**config.mk**
```make
export PLATFORM = sky130hd
export DESIGN_NAME = dmem_responder
export DESIGN_NICKNAME = d
export VERILOG_FILES = /design/src/rtl/dmem_responder.sv
export SDC_FILE = /design/constraint.sdc
export NUM_CORES = 2
export LEC_CHECK = 0
export ABC_CLOCK_PERIOD_IN_PS = 16600
export CAP_MARGIN = 20
export CORE_MARGIN = 3
export CORE_UTILIZATION = 32
export DETAILED_ROUTE_END_ITERATION = 8
export HOLD_SLACK_MARGIN = 0.02
export PLACE_DENSITY = 0.52
export SYNTH_ARGS = -nofsm -noshare
export SYNTH_HDL_FRONTEND = slang
export SYNTH_SLANG_ARGS = --single-unit
```
**constraint.sdc**
```tcl
create_clock -name clk -period 16.6 [get_ports clk]
set_input_delay 1.66 -clock clk [delete_from_list [all_inputs] [get_ports clk]]
set_output_delay 1.66 -clock clk [all_outputs]
set_load 0.05 [all_outputs]
```
**src/rtl/dmem_responder.sv**
```systemverilog
// dmem_responder: slave end of the core load/store port.
// 512-byte byte-addressable array, B/H/W accesses with sign/zero extension,
// programmable wait states, and error pulses for misaligned/illegal requests.
module dmem_responder #(
  parameter int unsigned DATA_W      = 32,
  parameter int unsigned ADDR_W      = 9,
  parameter int unsigned WAIT_CYCLES = 0
) (
  input  logic              clk,
  input  logic              reset,
  input  logic              wr,
  input  logic              rd,
  input  logic [ADDR_W-1:0] addr,
  input  logic [2:0]        funct3,
  input  logic [DATA_W-1:0] wr_data,
  output logic [DATA_W-1:0] rd_data,
  output logic              rd_valid,
  output logic              ready,
  output logic              err
);

  localparam int unsigned DEPTH = 1 << ADDR_W;
  localparam logic [3:0]  LAST  = (WAIT_CYCLES == 0) ? 4'd0 : 4'(WAIT_CYCLES - 1);

  typedef enum logic [1:0] {
    S_IDLE,
    S_WAIT,
    S_RESP
  } state_t;

  state_t              state;
  state_t              state_nxt;
  logic [3:0]          cnt;
  logic [ADDR_W-1:0]   lat_addr;
  logic [2:0]          lat_f3;
  logic [DATA_W-1:0]   lat_wdata;
  logic                lat_wr;
  logic [DATA_W-1:0]   rd_hold;
  logic [7:0]          mem [DEPTH];

  logic [ADDR_W-3:0]   word_idx;
  logic [DATA_W-1:0]   cur_word;
  logic [DATA_W-1:0]   shifted;
  logic [DATA_W-1:0]   load_val;
  logic [DATA_W-1:0]   wlane;
  logic [3:0]          be;
  logic                bad;
  logic                load_ok;

  // State register, wait counter, request latch and held load result
  always_ff @(posedge clk) begin
    if (reset) begin
      state   <= S_IDLE;
      cnt     <= '0;
      rd_hold <= '0;
    end else begin
      state <= state_nxt;
      if (state == S_IDLE && (wr || rd)) begin
        lat_addr  <= addr;
        lat_f3    <= funct3;
        lat_wdata <= wr_data;
        lat_wr    <= wr;  // wr wins when both are high
      end
      if (state == S_WAIT) begin
        cnt <= (cnt == LAST) ? '0 : cnt + 4'd1;
      end
      if (load_ok) begin
        rd_hold <= load_val;
      end
    end
  end

  // Next-state logic
  always_comb begin
    state_nxt = state;
    case (state)
      S_IDLE: if (wr || rd) state_nxt = (WAIT_CYCLES > 0) ? S_WAIT : S_RESP;
      S_WAIT: if (cnt == LAST) state_nxt = S_RESP;
      S_RESP: state_nxt = S_IDLE;
      default: state_nxt = S_IDLE;
    endcase
  end

  // Error decode, load extraction/extension and store byte-enable generation
  always_comb begin
    bad      = 1'b0;
    load_val = '0;
    be       = 4'b0000;
    wlane    = lat_wdata;
    word_idx = lat_addr[ADDR_W-1:2];
    cur_word = {mem[{word_idx, 2'd3}], mem[{word_idx, 2'd2}],
                mem[{word_idx, 2'd1}], mem[{word_idx, 2'd0}]};
    shifted  = cur_word >> {lat_addr[1:0], 3'b000};

    case (lat_f3)
      3'b000, 3'b100: bad = 1'b0;
      3'b001, 3'b101: bad = lat_addr[0];
      3'b010:         bad = |lat_addr[1:0];
      default:        bad = 1'b1;
    endcase

    case (lat_f3)
      3'b000:  load_val = {{24{shifted[7]}}, shifted[7:0]};
      3'b100:  load_val = {24'd0, shifted[7:0]};
      3'b001:  load_val = {{16{shifted[15]}}, shifted[15:0]};
      3'b101:  load_val = {16'd0, shifted[15:0]};
      3'b010:  load_val = cur_word;
      default: load_val = '0;
    endcase

    // Store data is replicated across lanes; byte enables pick the target bytes
    case (lat_f3[1:0])
      2'b00: begin
        be    = 4'b0001 << lat_addr[1:0];
        wlane = {4{lat_wdata[7:0]}};
      end
      2'b01: begin
        be    = lat_addr[1] ? 4'b1100 : 4'b0011;
        wlane = {2{lat_wdata[15:0]}};
      end
      default: begin
        be    = 4'b1111;
        wlane = lat_wdata;
      end
    endcase

    load_ok = (state == S_RESP) && !lat_wr && !bad;
  end

  // Array write, committed at the end of RESP unless aborted by reset
  always_ff @(posedge clk) begin
    if (!reset && state == S_RESP && lat_wr && !bad) begin
      for (int unsigned i = 0; i < 4; i++) begin
        if (be[i]) mem[{word_idx, 2'(i)}] <= wlane[8*i +: 8];
      end
    end
  end

  assign ready    = (state == S_IDLE);
  assign rd_valid = load_ok;
  assign err      = (state == S_RESP) && bad;
  assign rd_data  = load_ok ? load_val : rd_hold;

endmodule

```
==> results.cfg <==
[critical_path]
cp_max_fo = 56
cp.required_ns = 14.94
path_cells = buf_4, buf_4, buf_4, mux4_2, nand2_1, nand2_1, nand2_1, a31oi_1, nand4_1, o221a_2, nand3_1, a21oi_2, a21oi_1, clkdlybuf4s50_1
critPathCaptureType = primary output
crit_type = reg2out
cp.arrival_ns = 8.35
crit_slowest_cell = a21oi_2
max_stage_delay_ns = 1.06
start_kind = register

[cells_and_area]
layout-drive-gt1-share_pct = 24.6
post-route-util_pct = 37.1
areaGrowthSynthToFinish_pct = 15.0
fillerInstances = 45900
nNetsFinal = 8335

[outcome]
status = finished, violations left
violations = design-rule violations

[synthesis]
seq_area_frac_synth_pct = 76.5
yosysMostFrequentCell = edfxtp_1
syn_inst = 7821
yosys_most_used_dff = edfxtp_1
async_reset_ff_share_pct = 0
yosys-top-cells-count = edfxtp_1, mux4_2, nor2_1, nand2_1, mux2i_1
ys_warn_count = 0
synth_cell_types = 76
synth-seq-cells = 4181
synth_edf_count = 4141
syn_nets = 7869
yosys.area.top_type_share_pct = 76.0
synth_area_um2 = 164000
synth_area_per_cell_um2 = 20.9
ys_top_cells_by_area = edfxtp_1, mux4_2, mux2i_1, nor2_1, nand2_1
synth_top_cell_by_area = edfxtp_1

[pwr]
powerDensity_nw_per_um2 = 124
irDropWorstVdd_uv = 86.1
leakage_nw = 57.9
power_mw = 23.3

[routing]
drc_errors = 2
ant_nets = 0
wl_per_cell_um = 35.8
post_drt_via_cell_ratio = 5.60
wl_met2_mm = 250
vias = 86500
wl_met1_mm = 216
wl_met3_mm = 58.2
first_iter_violations = 13600
drt-total-wl_mm = 553
firstDrtPassIters = 7
top_layer = met5

[global_route]
overflow = 0
grt_use_total_pct = 20.8
grt_pass1_wl_mm = 746
antenna_found_initial = 81
grt_pass1_vias = 84100
grt_max_degree = 129

[cts]
cts_buffers = 439
tritoncts = done
clockBufferDepth = 4
cts_htree_levels = 5
root_buffer = clkbuf_16
cts.clk_slew.worst_paths_ns = 0.06
ctsResizeCount = 0
clk_latency_ns = 1.03
clock_sinks = 4181
cts_hold_buf = 0
post-cts-setup-buffer-count = 0

[floorplanning]
rows = 261
fp.dieW_um = 721
pin_count = 83
start_util_pct = 32.3
core_area_um2 = 507000
dieArea_um2 = 520000
die_h_um = 721

[placement]
port_buffers = 82
dpl.hpwl_mm = 366
gp_congestion = 0.898

[sta]
hold_viol = 0
worst_slew_pin_slew_ns = 1.34
finalCriticalPeriod_ns = 10.01
relSlewSlack_pct = 10.6
fin_setup_tns_ns = 0
skew_ns = 0.0820
rsz0062_at_grt = false
slew_viol_final = 0
period_share_pct = 60.3
max_freq_mhz = 99.9
finalSetupViolCount = 0

[flow_run]
maxCapViolCount = 0

[min_path]
worstHoldPathType = reg2reg
critical path: cells and delay by family, from the launching register on:
family / cells / cell delay, ns
buffers and inverters: 4 / 3.11
AOI/OAI and AO/OA: 4 / 1.62
and+or+nand+nor: 5 / 1.19
DFF: 1 / 0.86
muxes: 1 / 0.42
registers in the layout (all words and copies together), names as in the netlist, named ones only:
name,cells
lat_f3,3
lat_wdata,32
state,1
lat_addr,9
lat_wr,1
mem,4096
rd_hold,32
placed cells by master (no fill, tap or decap), drive strengths merged, types with 16 or more instances in the layout:
cell	count
a211oi	39
a21oi	124
a221oi	20
a22o	19
a22oi	84
a31oi	23
a32oi	18
buf	388
bufinv	34
clkbuf	540
clkdlybuf4s50	82
clkinv	221
dfxtp	40
diode	78
edfxtp	4141
inv	18
mux2	42
mux2i	315
mux4	1015
nand2	354
nand2b	16
nand3	57
nor2	638
nor2b	17
nor3	70
o21ai	67
o221ai	46
o22ai	49
final cells by class:
class	count	area (um2)	area share (%)
Timing Repair Buffer	480	4460	2.37
Multi-Input combinational cell	3172	35900	19.1
Antenna cell	78	195	0.104
Sequential cell	4181	125000	66.5
Inverter	13	65.1	0.0346
Clock inverter	273	2510	1.33
Clock buffer	530	11400	6.07
Tap cell	6706	8390	4.46
routing by layer:
layer | vias up | track usage, %
met5 | - | 0.499
met4 | 34 | 9.70
met3 | 1005 | 6.22
met2 | 4963 | 31.3
met1 | 46900 | 27.7
li1 | 33500 | -
metrics by stage:
| step | hold slack (ns) | instances | cell area, um2 | setup WS [ns] |
|---|---|---|---|---|
| detailed placement | 0.496 | 14500 | 173000 | 7.58 |
| CTS | 0.506 | 15300 | 187000 | 6.47 |
| global route | 0.534 | 15400 | 188000 | 6.11 |
| floorplan | 0.441 | 7821 | 164000 | 8.36 |
| finish | 0.510 | 15400 | 188000 | 6.59 |
| global placement | 0.478 | 14400 | 172000 | 7.51 |
power by group:
part | total, mW | switching [mW] | internal, mW | leakage (nW)
Sequential | 11.7 | 0.0322 | 11.7 | 37.6
Clock | 9.60 | 4.18 | 5.42 | 6.77
Combinational | 1.96 | 1.32 | 0.633 | 13.6
Total | 23.3 | 5.53 | 17.7 | 57.9
path summary, 6_finish.rpt:
check,startpoint,to,slack [ns],depth (start not counted)
worst min-delay path,state[1],state[1],0.51,1
worst max-delay path,register,rd_data[24],6.59,14
worst max register to register,register,rd_hold[25],9.78,13
worst min register to register,state[1],state[1],0.51,1
kinds of logic (layout without fill, tap and decap cells):
group,Yosys count,count (layout),share of synthesized area [%]
compound gates,569,569,2.41
buf+inv,468,1296,1.74
flops,4181,4181,76.5
mux,1372,1372,16.2
other cells,0,78,0
simple gates,1231,1231,3.12
(Power assumes the default switching activity.)
